$ cat src/rtl/apb_gpio_if.sv
// APB (AMBA 2) bus bundle for the GPIO slave.
// There is no PREADY or PSLVERR, so every access completes in two cycles.
interface apb_gpio_if;
    logic        PSEL;
    logic        PENABLE;
    logic        PWRITE;
    logic [31:0] PADDR;
    logic [31:0] PWDATA;
    logic [31:0] PRDATA;

    modport master (output PSEL, PENABLE, PWRITE, PADDR, PWDATA, input PRDATA);
    modport slave  (input PSEL, PENABLE, PWRITE, PADDR, PWDATA, output PRDATA);
endinterface

$ cat src/rtl/apb_gpio.sv
// APB GPIO slave: 32 pins with direction, output drive and synchronized input.
// Each pin also has a maskable level/edge interrupt with sticky status.
module apb_gpio_lane #(
    parameter int SYNC_STAGES = 2
) (
    input  logic PCLK,
    input  logic PRESETn,
    input  logic pin,
    input  logic edge_mode,
    input  logic pol,
    input  logic mask,
    input  logic keep,
    output logic sync_in,
    output logic status
);
    logic [SYNC_STAGES-1:0] sync_q;
    logic                   prev_in;
    logic                   evt;

    assign sync_in = sync_q[SYNC_STAGES-1];

    always_comb begin
        if (edge_mode) evt = pol ? (sync_in & ~prev_in) : (~sync_in & prev_in);
        else           evt = (sync_in == pol);
    end

    // The set term is ORed in after the clear, so a persisting event beats a write-0.
    always_ff @(posedge PCLK or negedge PRESETn) begin
        if (!PRESETn) begin
            sync_q  <= '0;
            prev_in <= 1'b0;
            status  <= 1'b0;
        end else begin
            sync_q  <= {sync_q[SYNC_STAGES-2:0], pin};
            prev_in <= sync_in;
            status  <= (status & keep) | (evt & ~mask);
        end
    end
endmodule

module apb_gpio #(
    parameter int SYNC_STAGES = 2
) (
    input  logic        PCLK,
    input  logic        PRESETn,
    apb_gpio_if.slave   apb,
    input  logic [31:0] GPIO_I,
    output logic [31:0] GPIO_O,
    output logic [31:0] GPIO_T,
    output logic        IRQ
);
    localparam int NUM_LANES = 32;

    logic [NUM_LANES-1:0] ctl_q, line_q, mask_q, edge_q, pol_q;
    logic [NUM_LANES-1:0] sync_in, status, keep;
    logic [31:0]          rdata;
    logic [2:0]           idx;
    logic                 wr, rd;
    logic                 unused_addr;

    assign idx         = apb.PADDR[4:2];
    assign wr          = apb.PSEL & apb.PENABLE & apb.PWRITE;
    assign rd          = apb.PSEL & ~apb.PENABLE & ~apb.PWRITE;
    assign unused_addr = ^{apb.PADDR[31:5], apb.PADDR[1:0]};
    assign keep        = (wr && idx == 3'd3) ? apb.PWDATA : '1;
    assign GPIO_O      = line_q;
    assign GPIO_T      = ctl_q;

    for (genvar i = 0; i < NUM_LANES; i++) begin : g_lane
        apb_gpio_lane #(.SYNC_STAGES(SYNC_STAGES)) u_lane (
            .PCLK     (PCLK),
            .PRESETn  (PRESETn),
            .pin      (GPIO_I[i]),
            .edge_mode(edge_q[i]),
            .pol      (pol_q[i]),
            .mask     (mask_q[i]),
            .keep     (keep[i]),
            .sync_in  (sync_in[i]),
            .status   (status[i])
        );
    end

    always_comb begin
        rdata = '0;
        case (idx)
            3'd0:    rdata = ctl_q;
            3'd1:    rdata = sync_in;
            3'd2:    rdata = mask_q;
            3'd3:    rdata = status;
            3'd4:    rdata = edge_q;
            3'd5:    rdata = pol_q;
            default: rdata = '0;
        endcase
    end

    // The IRQ status register has no storage of its own here: writes reach the lanes through keep.
    always_ff @(posedge PCLK or negedge PRESETn) begin
        if (!PRESETn) begin
            ctl_q      <= '0;
            line_q     <= '0;
            mask_q     <= '1;
            edge_q     <= '0;
            pol_q      <= '0;
            apb.PRDATA <= '0;
            IRQ        <= 1'b0;
        end else begin
            if (wr) begin
                case (idx)
                    3'd0:    ctl_q  <= apb.PWDATA;
                    3'd1:    line_q <= apb.PWDATA;
                    3'd2:    mask_q <= apb.PWDATA;
                    3'd4:    edge_q <= apb.PWDATA;
                    3'd5:    pol_q  <= apb.PWDATA;
                    default: ;
                endcase
            end
            apb.PRDATA <= rd ? rdata : '0;
            IRQ        <= |status;
        end
    end
endmodule

$ cat src/flat_wrapper.sv
// flat-port wrapper written by rule: the top's interface ports become plain ports
module apb_gpio_flat 
#(
    parameter int SYNC_STAGES = 2
)
  (PCLK, PRESETn, GPIO_I, GPIO_O, GPIO_T, IRQ, apb_PSEL, apb_PENABLE, apb_PWRITE, apb_PADDR, apb_PWDATA, apb_PRDATA);
  apb_gpio_if apb_i ();
  input  logic PCLK;
  input  logic PRESETn;
  input  logic [31:0] GPIO_I;
  output logic [31:0] GPIO_O;
  output logic [31:0] GPIO_T;
  output logic IRQ;
  input wire logic [$bits(apb_i.PSEL)-1:0] apb_PSEL;
  input wire logic [$bits(apb_i.PENABLE)-1:0] apb_PENABLE;
  input wire logic [$bits(apb_i.PWRITE)-1:0] apb_PWRITE;
  input wire logic [$bits(apb_i.PADDR)-1:0] apb_PADDR;
  input wire logic [$bits(apb_i.PWDATA)-1:0] apb_PWDATA;
  output wire logic [$bits(apb_i.PRDATA)-1:0] apb_PRDATA;
  assign apb_i.PSEL = apb_PSEL;
  assign apb_i.PENABLE = apb_PENABLE;
  assign apb_i.PWRITE = apb_PWRITE;
  assign apb_i.PADDR = apb_PADDR;
  assign apb_i.PWDATA = apb_PWDATA;
  assign apb_PRDATA = apb_i.PRDATA;
  apb_gpio #(.SYNC_STAGES(SYNC_STAGES)) u_core (.PCLK(PCLK), .PRESETn(PRESETn), .apb(apb_i), .GPIO_I(GPIO_I), .GPIO_O(GPIO_O), .GPIO_T(GPIO_T), .IRQ(IRQ));
endmodule
$ cat config.mk
export PLATFORM = sky130hd
export DESIGN_NAME = apb_gpio_flat
export DESIGN_NICKNAME = d
export VERILOG_FILES = /design/src/rtl/apb_gpio_if.sv /design/src/rtl/apb_gpio.sv /design/src/flat_wrapper.sv
export SDC_FILE = /design/constraint.sdc
export NUM_CORES = 1
export LEC_CHECK = 0
export ABC_AREA = 1
export CAP_MARGIN = 30
export CORE_ASPECT_RATIO = 0.5
export CORE_UTILIZATION = 25
export DETAILED_ROUTE_END_ITERATION = 12
export PLACE_DENSITY = 0.54
export RECOVER_POWER = 100
export SETUP_SLACK_MARGIN = 0.4
export SYNTH_ARGS = -nofsm -noshare
export SYNTH_HDL_FRONTEND = slang
export SYNTH_SLANG_ARGS = --single-unit
$ cat constraint.sdc
create_clock -name PCLK -period 3.2 [get_ports PCLK]
set_clock_uncertainty 0.1 [all_clocks]
set_input_delay 0.64 -clock PCLK [delete_from_list [all_inputs] [get_ports PCLK]]
set_output_delay 0.64 -clock PCLK [all_outputs]
set_load 0.05 [all_outputs]
# After elaboration in Yosys (flattened, before gate mapping)
# Cells that the tools add are included.
# word_totals
ff_bits	321
latch_bits	0
ramBits	0
rom_bits	0
inputBits	101
output_inout_bits	97
elab_cells	477
n_memories	0
# classes
add_sub_neg	0
n_mul	0
n_div	0
order_cmp	0
n_eq_ne	37
shifts	0
mux	67
bitwise_logic	262
reduce_logical	8
# op_table
operator	count
$pmux 32 s6	1
$and 1x1->1	132
$not 1->1	98
$mux 1	64
$mux 32	2
$eq 1x1->1	32
$or 1x1->1	32
$reduce_or 32->1	1
$reduce_and 2->1	5
$eq 3x2->1 const B	2
$eq 3x3->1 const B	2
$eq 3x1->1 const B	1
$logic_not 3->1	1
$logic_and 1x1->1	1

# Longest topological paths before layout
# Gate-level depths: netlist of run 1.
# depth
word_depth	6
mapped_depth	9

# Cells and area by module
# From an unflattened synthesis of run 1, not the netlist that was laid out.
# hier_totals
cells_unflattened	1635
area_unflattened_um2	13803.2
# by_module_without_submodules
module	instances	cells_each	area_per_inst_um2	seq_area_each_um2
apb_gpio	1	1091	9038.7	4869.7
apb_gpio_lane	32	17	148.9	100.1

# Least setup slack after synthesis of run 1
# No wires, ideal clock.
# synth_timing
path_type	input port to flip-flop
from	input port apb_PADDR[3]
to	register u_core.line_q[12] (netlist: u_core.GPIO_O[12])
setup_time_ns	0.127
t_arrival_ns	1.617
path_slack_ns	1.355
cell_stages	8
n_path_buf	3
cell_sequence	buf_4 -> inv_6 -> nand3_4 -> or2_1 -> buf_2 -> buf_2 -> nand2_1 -> o21ai_0
# synth_between
elab_chain_cells	2
# synth_rtl
element	line	text
start: declaration	flat_wrapper.sv:17	input wire logic [$bits(apb_i.PADDR)-1:0] apb_PADDR;
$eq 3x1->1	apb_gpio.sv:108	case (idx)
$reduce_and 2->1 (no line)	-	
end signal: assignment	apb_gpio.sv:110	3'd1: line_q <= apb.PWDATA;
end: declaration	apb_gpio.sv:54	logic [NUM_LANES-1:0] ctl_q, line_q, mask_q, edge_q, pol_q;
# Every way passes these cells.
# A chain may end at the register's enable or synchronous reset.

# Final worst setup path of run 1
# layout_timing
from	input port apb_PWRITE
to	register u_core.g_lane[11].u_lane.status
# layout_between
elab_chain_cells	5
# layout_rtl
element	line	text
start: declaration	flat_wrapper.sv:16	input wire logic [$bits(apb_i.PWRITE)-1:0] apb_PWRITE;
$and 1x1->1	apb_gpio.sv:62	assign wr = apb.PSEL & apb.PENABLE & apb.PWRITE;
$logic_and 1x1->1	apb_gpio.sv:65	assign keep = (wr && idx == 3'd3) ? apb.PWDATA : '1;
$mux 32	apb_gpio.sv:65	
$and 1x1->1	apb_gpio.sv:36	status <= (status & keep) | (evt & ~mask);
$or 1x1->1	apb_gpio.sv:36	
end signal: assignment	apb_gpio.sv:36	
end: declaration	apb_gpio.sv:14	output logic status
# Every way passes these cells.

==> flow_summary.yaml, run 1 <==
status:
  status: "finished with violations"
  violations: "capacitance limit, slew limit"
synth:
  synth_top_flop_cell: "dfrtp_1"
  ys_seq_area_share_pct: 59.76
  synth_area_leader_cell: "dfrtp_1"
  yosys_warnings: 0
  synth_common_cells: "289 x dfrtp_1, 263 x nand2_1, 175 x nor2_1, 112 x nand4_1, 110 x o21ai_0"
  synth_seq_cells: 321
  yosysMostFrequentCell: "dfrtp_1"
  postSynthNetCount: 1558
  avgSynthCellArea_um2: 9.271
  synth_area_leaders: "dfrtp_1 54%, nand2_1 7.3%, dfstp_2 6.2%, nand4_1 5.2%, nor2_1 4.9%"
  synth_cell_types: 30
  syn_inst: 1457
  synth_edf_count: 0
  syn-cell-area_mm2: 0.01351
  synthArstFlopShare_pct: 100.0
  yosys.area.top_type_share_pct: 53.54
global_route:
  grt_pass1_wl_mm: 61.16
  first_global_vias: 10480
  busiest_layer: "met2"
  grt_max_degree: 94
  antenna_found_initial: 1
  overflow: 0
  grt_util_met3_pct: 2.150
  track_usage_pct: 14.23
  met2_usage_pct: 24.12
  use_met1_pct: 18.56
clock_network:
  post_cts_buffers: 0
  worstSkewPairLatency_ns: 0.52
  numCtsBuffers: 35
  clock_sinks: 321
  cts.htree.levels: 2
  clockBufferDepth: 3
  cts_hold_buf: 1
  cts.reportedPaths.clkPinSlew_ns: 0.06
  cts-root-buf: "clkbuf_16"
  cts_tree: "built"
  cts_resized: 0
layout:
  n_antenna_cell: 0
  final_cells: 2328
  layout-drive-gt1-share_pct: 7.744
  final_nets: 1702
  regArea_mm2: 0.008073
  area_delta_synth_final_pct: 25.57
  multi_input_area_mm2: 0.004429
  fillers: 5440
floorplan:
  die_w_um: 330.7
  core-area_mm2: 0.05263
  num_rows: 59
  start_util_pct: 25.66
  dieHeight_um: 166.4
  ios: 198
  die_area_mm2: 0.05502
setup_path:
  critPathMaxFanout: 10
  cp.required_ns: 3.55
  cp_slowest_cell: "or2_0"
  critPathLaunchType: "input pin"
  worst-setup-path-type: "in -> reg"
  crit_chain: "dlygate4sd3_1 > nand3_1 > or2_0 > clkbuf_1 > o21ai_0 > nand2_1"
  max_stage_delay_ns: 0.68
  cp_data_arrival_time_ns: 3.01
  critical_path.endpoint_type: "flop"
placement:
  gp_congestion: 0.8123
  port_buffers: 168
  dpl.hpwl_mm: 25.02
  dp.cells: 2264
timing:
  period_share_pct: 83.19
  setup_viol: 0
  drv_slew: 28
  hold_viol: 0
  tightestPinTransition_ns: 1.505
  period_needed_ns: 2.662
  tns_ns: 0
  rsz0062_at_grt: "false"
  fmax_ghz: 0.3756
  relSlewSlack_pct: -0.3499
drt:
  routed_wl_mm: 38.92
  num_vias: 10660
  drt-initial-drc-count: 838
  first_pass_iters: 5
  drc_errors: 0
  vias_per_cell: 4.580
  postRouteAntennaNets: 0
  wire_per_inst_um: 16.72
hold_path:
  hp-class: "reg -> reg"
power:
  cellLeakagePower_nw: 7.553
  power_density_mw_per_mm2: 676.2
  worst_ir_drop_vdd_mv: 0.2900
job:
  drv_cap: 1
-- flip-flops by register name (all words and copies together) (netlist names) --
name / count
u_core.GPIO_O: 32
u_core.GPIO_T: 32
u_core.IRQ: 1
u_core.apb.PRDATA: 32
u_core.edge_q: 32
u_core.g_lane.u_lane.prev_in: 32
u_core.g_lane.u_lane.status: 32
u_core.g_lane.u_lane.sync_q: 64
u_core.mask_q: 32
u_core.pol_q: 32
-- cells in the final DEF (no fill, tap or decap) --
cell and instances:
a21boi_0 5, a21o_1 12, a21oi_1 106, buf_12 7
buf_2 2, buf_4 14, bufinv_16 4, clkbuf_1 14
clkbuf_16 37, clkbuf_2 4, clkbuf_8 10, clkdlybuf4s50_1 34
clkinv_2 3, dfrtp_1 289, dfstp_2 32, dlygate4sd3_1 131
inv_1 103, inv_2 1, inv_4 1, inv_6 1
nand2_1 263, nand3_1 80, nand3_2 2, nand3_4 2
nand4_1 112, nor2_1 176, nor2_4 3, nor3_1 1
o211ai_1 5, o21a_1 4, o21ai_0 160, o21ai_1 3
o21ai_2 2, or2_0 2, or2_2 1, or3b_1 1
-- per-layer routing --
metal,share of wire [%],routed length [um]
met5,0,0
met4,2.7,1041
met3,4.0,1540
met2,50,19460
met1,43,16880
-- cell type report --
cell class	count	area share, %
Clock buffer	56	6.469
Timing Repair Buffer	197	11.47
Clock inverter	7	0.7966
Inverter	106	2.390
Sequential cell	321	47.59
Multi-Input combinational cell	940	26.11
Tap cell	701	5.171
-- power by group --
| group | internal (W) | leakage (nW) | switching (W) | total, W |
|---|---|---|---|---|
| sequential | 0.00464 | 3.73 | 0.000425 | 0.00507 |
| combinational | 0.000690 | 3.22 | 0.00142 | 0.00211 |
| clock | 0.00267 | 0.607 | 0.00162 | 0.00429 |
| total | 0.00800 | 7.55 | 0.00347 | 0.0115 |
-- critical path: cells and delay by family --
kind | cells | cell delay [ns]
buffers and inverters | 2 | 1.12
AO/OA/AOI/OAI | 1 | 0.15
AND/OR/NAND/NOR | 3 | 1.09
-- through the flow --
step                utilization, %  setup WS, ns  hold slack (ns)  power [W]  cell area, um2
global route                 32.23        0.3365           0.2518    0.01202           16960
finish                       32.23        0.5378           0.2434    0.01147           16960
floorplan                        -         1.355           0.2312   0.006489           13510
detailed placement           30.17        0.5459           0.2347   0.007398           15880
global placement             30.17        0.5726           0.2327   0.007371           15880
CTS                          32.53        0.6252           0.2480    0.01173           17120
-- logic make-up after synthesis --
kind of cell	count (synthesis)	synth area share, %
DFF	321	59.76
AOI/OAI and AO/OA	297	12.38
and+or+nand+nor	643	21.27
buffers and inverters	196	6.595
-- worst paths after layout --
| kind | end | cells after the start | slack [ns] | from |
|---|---|---|---|---|
| max | u_core.g_lane[11].u_lane.status | 6 | 0.54 | apb_PWRITE |
| min | u_core.g_lane[30].u_lane.sync_q[1] | 0 | 0.24 | u_core.g_lane[30].u_lane.sync_q[0] |
| max reg2reg | u_core.IRQ | 4 | 1.81 | u_core.g_lane[18].u_lane.status |
| min reg2reg | u_core.g_lane[30].u_lane.sync_q[1] | 0 | 0.24 | u_core.g_lane[30].u_lane.sync_q[0] |
| max in group asynchronous | u_core.mask_q[19] | 3 | 0.92 | PRESETn |
| min in group asynchronous | u_core.g_lane[4].u_lane.sync_q[1] | 2 | 0.90 | PRESETn |
No activity file was read; power rests on OpenSTA's default activity.
==> inputs of run 2 (changes only) <==
==> constraint.sdc (replaced) <==
create_clock -name PCLK -period 2.75 [get_ports PCLK]
set_clock_uncertainty 0.1 [all_clocks]
set_input_delay 0.55 -clock PCLK [delete_from_list [all_inputs] [get_ports PCLK]]
set_output_delay 0.55 -clock PCLK [all_outputs]
set_load 0.05 [all_outputs]
==> flow_summary.yaml, run 2 (synthesized netlist as in run 1, its figures left out) <==
floorplan:
  die_area_mm2: 0.05502
  num_rows: 59
  die_w_um: 330.7
  core-area_mm2: 0.05263
  dieHeight_um: 166.4
  ios: 198
  start_util_pct: 25.66
hold_path:
  hp-class: "reg -> reg"
  hold_depth: 0
drt:
  num_vias: 10640
  routed_wl_mm: 39.05
  drt-initial-drc-count: 798
  postRouteAntennaNets: 0
  wire_per_inst_um: 16.71
  drc_errors: 0
  vias_per_cell: 4.552
  first_pass_iters: 7
layout:
  final_nets: 1710
  final_cells: 2337
  area_delta_synth_final_pct: 23.21
  fillers: 5477
  regMostFlops: "u_core.g_lane.u_lane.sync_q"
  layout_common_cells: "289 x dfrtp_1, 263 x nand2_1, 178 x nor2_1, 160 x o21ai_0, 112 x nand4_1"
  layout-drive-gt1-share_pct: 8.262
  layout_commonest_cell: "dfrtp_1"
  largest_reg_flops: 64
timing:
  relSlewSlack_pct: 20.31
  period_share_pct: 86.79
  setup_viol: 0
  tns_ns: 0
  hold_viol: 0
  period_needed_ns: 2.387
  tightestPinTransition_ns: 1.195
  drv_slew: 0
  fmax_ghz: 0.4190
  rsz0062_at_grt: "false"
clock_network:
  clockBufferDepth: 3
  numCtsBuffers: 35
  cts_tree: "built"
  cts.reportedPaths.clkPinSlew_ns: 0.06
  worstSkewPairLatency_ns: 0.52
  cts.htree.levels: 2
  cts-root-buf: "clkbuf_16"
  clock_sinks: 321
setup_path:
  worstRegToRegCells: 4
  critical_path.endpoint_type: "flop"
  critPathLaunchType: "input pin"
  critPathMaxFanout: 14
  r2r_slack_ns: 1.33
  cp.required_ns: 3.03
  worst-setup-path-type: "in -> reg"
  cp_data_arrival_time_ns: 2.67
power:
  power.internal_w: 0.008806
  cellLeakagePower_nw: 7.486
  switching_share_pct: 31.31
  worst_ir_drop_vdd_mv: 0.3642
  pwr-share-comb_pct: 18.5
  seq_power_share_pct: 46.0
  switchingPower_w: 0.004015
  p_clk_share_pct: 35.5
  power_density_mw_per_mm2: 770.3
placement:
  dp.cells: 2272
  port_buffers: 168
  gp_congestion: 0.8266
  dpl.hpwl_mm: 25.65
status:
  status: "completed"
global_route:
  overflow: 0
  grt_max_degree: 66
  first_global_vias: 10640
  track_usage_pct: 14.27
  antenna_found_initial: 2
  grt_pass1_wl_mm: 61.52
job:
  drv_cap: 0
[run 2: changes by cell type in the layout (fill, tap and decap cells not counted), sizes merged]
cell         delta
clkbuf         +29
bufinv          -4
dlygate4sd2    +53
diode           +2
dlygate4sd3    -74
clkinv          +5
buf             -2
[run 2: final cells by class]
class	count	area [um2]	area share (%)
Antenna cell	2	5.005	0.03007
Clock buffer	54	1080	6.488
Clock inverter	8	40.04	0.2406
Inverter	106	405.4	2.436
Multi-Input combinational cell	940	4418	26.54
Sequential cell	321	8073	48.50
Tap cell	701	877.1	5.270
Timing Repair Buffer	205	1745	10.49
[run 2: final timing paths]
| kind | to | startpoint |
|---|---|---|
| min in group asynchronous | u_core.GPIO_O[0] | PRESETn |
| min | u_core.g_lane[28].u_lane.sync_q[1] | u_core.g_lane[28].u_lane.sync_q[0] |
| min reg2reg | u_core.g_lane[28].u_lane.sync_q[1] | u_core.g_lane[28].u_lane.sync_q[0] |
| max in group asynchronous | u_core.g_lane[28].u_lane.status | PRESETn |
| max | u_core.edge_q[11] | apb_PSEL |
| max reg2reg | u_core.IRQ | u_core.g_lane[19].u_lane.status |
[run 2: timing repair]
action,in CTS,in global routing
resized for setup,53,21
endpoints found under the hold margin,54,0
buffers inserted,0,0
endpoints found under the setup margin,53,21
hold buffers,1,0
[run 2: critical path, cell delays in order]
cell and delay (ns):
dlygate4sd3_1 0.55, nand3_2 0.18, nor2_1 0.81, clkbuf_2 0.43, o21ai_0 0.13
[run 2: power by group through the flow]
stage,clock network (W),logic [W],registers (W)
2_1_floorplan,0,0.000969,0.00658
3_5_place_dp,0,0.00264,0.00599
3_3_place_gp,0,0.00261,0.00598
5_1_grt,0.00488,0.00261,0.00599
6_report,0.00455,0.00237,0.00590
4_1_cts,0.00468,0.00254,0.00590
[run 2: metrics by stage]
| step | instance area, um2 | setup WS, ns | util (%) | total power (W) | hold slack, ns |
|---|---|---|---|---|---|
| 5_1_grt | 16640 | 0.2203 | 31.62 | 0.01347 | 0.2529 |
| 2_1_floorplan | 13510 | 0.9954 | - | 0.007550 | 0.1544 |
| 4_1_cts | 17040 | 0.4008 | 32.38 | 0.01313 | 0.2480 |
| 3_5_place_dp | 15980 | 0.3477 | 30.36 | 0.008623 | 0.2347 |
| 6_report | 16640 | 0.3632 | 31.62 | 0.01282 | 0.2464 |
| 3_3_place_gp | 15980 | 0.3918 | 30.36 | 0.008590 | 0.2316 |
[run 2: routing by layer]
metal / part of all wire [%] / vias to the layer above / global-route usage [%]
met5: 0 / - / 0
met4: 3.1 / 0 / 5.330
met3: 3.6 / 72 / 2.019
met2: 49 / 208 / 23.82
met1: 44 / 5191 / 18.71
li1: - / 5166 / -
==> inputs of run 3 (changes only) <==
--- a/config.mk
+++ b/config.mk
@@ -10,9 +10,10 @@
 export CORE_ASPECT_RATIO = 0.5
 export CORE_UTILIZATION = 25
 export DETAILED_ROUTE_END_ITERATION = 12
-export PLACE_DENSITY = 0.54
+export PLACE_DENSITY = 0.48
 export RECOVER_POWER = 100
 export SETUP_SLACK_MARGIN = 0.4
+export SLEW_MARGIN = 25
 export SYNTH_ARGS = -nofsm -noshare
 export SYNTH_HDL_FRONTEND = slang
 export SYNTH_SLANG_ARGS = --single-unit
==> flow_summary.yaml, run 3 (synthesized netlist as in run 1, its figures left out) <==
drt:
  first_pass_iters: 5
  num_vias: 10710
  drc_errors: 0
  routed_wl_mm: 40.46
  wire_per_inst_um: 17.32
  vias_per_cell: 4.586
  postRouteAntennaNets: 0
  drt-initial-drc-count: 831
setup_path:
  cp.depth: 1
  cp_data_arrival_time_ns: 1.73
  critical_path.endpoint_type: "primary output"
  worstRegToRegCells: 4
  critPathLaunchType: "flop"
  max_stage_delay_ns: 0.87
  path_buf_inv: 1
  critPathMaxFanout: 1
  worst-setup-path-type: "reg -> out"
  cp_slowest_cell: "dlygate4sd3_1"
  crit_chain: "dlygate4sd3_1"
  critical_path.top_delay_family: "buffers and inverters"
  cp.required_ns: 2.10
floorplan:
  dieHeight_um: 166.4
  die_w_um: 330.7
  core-area_mm2: 0.05263
  die_area_mm2: 0.05502
  num_rows: 59
  ios: 198
  start_util_pct: 25.66
timing:
  fmax_ghz: 0.4207
  drv_slew: 0
  period_share_pct: 86.44
  relSlewSlack_pct: 17.73
  setup_viol: 0
  tightestPinTransition_ns: 1.234
  period_needed_ns: 2.377
  rsz0062_at_grt: "false"
  hold_viol: 0
  tns_ns: 0
layout:
  multi_input_area_mm2: 0.004425
  layout_common_cells: "289 x dfrtp_1, 263 x nand2_1, 177 x nor2_1, 160 x o21ai_0, 112 x nand4_1"
  layout_commonest_cell: "dfrtp_1"
  largest_reg_flops: 64
  final_nets: 1709
  final_cells: 2336
  regArea_mm2: 0.008073
  regMostFlops: "u_core.g_lane.u_lane.sync_q"
  fillers: 5543
  layout-drive-gt1-share_pct: 8.451
  area_delta_synth_final_pct: 24.21
global_route:
  track_usage_pct: 14.84
  grt_max_degree: 63
  antenna_found_initial: 2
  overflow: 0
  first_global_vias: 10670
  grt_pass1_wl_mm: 63.54
power:
  power_density_mw_per_mm2: 784.5
  cellLeakagePower_nw: 7.554
  worst_ir_drop_vdd_mv: 0.3260
status:
  status: "completed"
clock_network:
  cts-root-buf: "clkbuf_16"
  clockBufferDepth: 3
  cts.reportedPaths.clkPinSlew_ns: 0.06
  cts.htree.levels: 2
  cts_tree: "built"
  numCtsBuffers: 35
  clock_sinks: 321
  worstSkewPairLatency_ns: 0.52
placement:
  gp_congestion: 0.7928
  dp.cells: 2271
  port_buffers: 168
  dpl.hpwl_mm: 26.37
job:
  drv_cap: 0
hold_path:
  hp-class: "reg -> reg"
  hold_depth: 0
-- run 3: power breakdown --
part	leakage, nW	total (W)	internal (W)	switching [W]
Sequential	3.73	0.00590	0.00540	0.000496
Clock	0.586	0.00488	0.00294	0.00194
Combinational	3.24	0.00239	0.000724	0.00166
-- run 3: path summary, 6_finish.rpt --
kind	from	endpoint	slack (ns)
worst max register to register	u_core.g_lane[18].u_lane.status	u_core.IRQ	1.35
max in group asynchronous	PRESETn	u_core.g_lane[1].u_lane.status	0.76
worst max-delay path	u_core.apb.PRDATA[2]	apb_PRDATA[2]	0.37
worst min-delay path	u_core.g_lane[9].u_lane.sync_q[0]	u_core.g_lane[9].u_lane.sync_q[1]	0.25
min in group asynchronous	PRESETn	u_core.GPIO_T[1]	0.72
worst min register to register	u_core.g_lane[9].u_lane.sync_q[0]	u_core.g_lane[9].u_lane.sync_q[1]	0.25
-- run 3: per-layer routing --
metal  wire (um)  share of wire, %  global-route usage (%)  vias to the layer above
met1       18230                45                   19.71                     5313
met5           0                 0                       0                        -
li1            -                 -                       -                     5158
met2       20100                50                   24.97                      186
met3        1329               3.3                   2.162                       55
met4         801               2.0                   4.268                        0
-- run 3: through the flow --
stage	setup slack (ns)	hold slack [ns]	power, W	util (%)	cell area [um2]
2_1_floorplan	0.9954	0.1544	0.007550	-	13510
3_3_place_gp	0.3598	0.2322	0.008606	30.39	16000
3_5_place_dp	0.3336	0.2355	0.008635	30.39	16000
4_1_cts	0.4018	0.2497	0.01345	32.54	17130
5_1_grt	0.2153	0.2536	0.01383	31.88	16780
6_report	0.3730	0.2468	0.01316	31.88	16780
-- run 3: cell type report --
cell class	instances	area share (%)
clock buffers	50	6.227
well taps	701	5.227
flip-flops and latches	321	48.11
repair buffers	204	10.71
multi-input cells	940	26.38
clock inverters	12	0.9023
inverters	106	2.416
diodes	2	0.02983
-- run 3: timing repair --
item | CTS | global route
setup endpoints to repair | 62 | 18
endpoints found under the hold margin | 33 | 0
gates resized for setup | 62 | 18
setup buffers | 0 | 0
hold buffers | 1 | 0
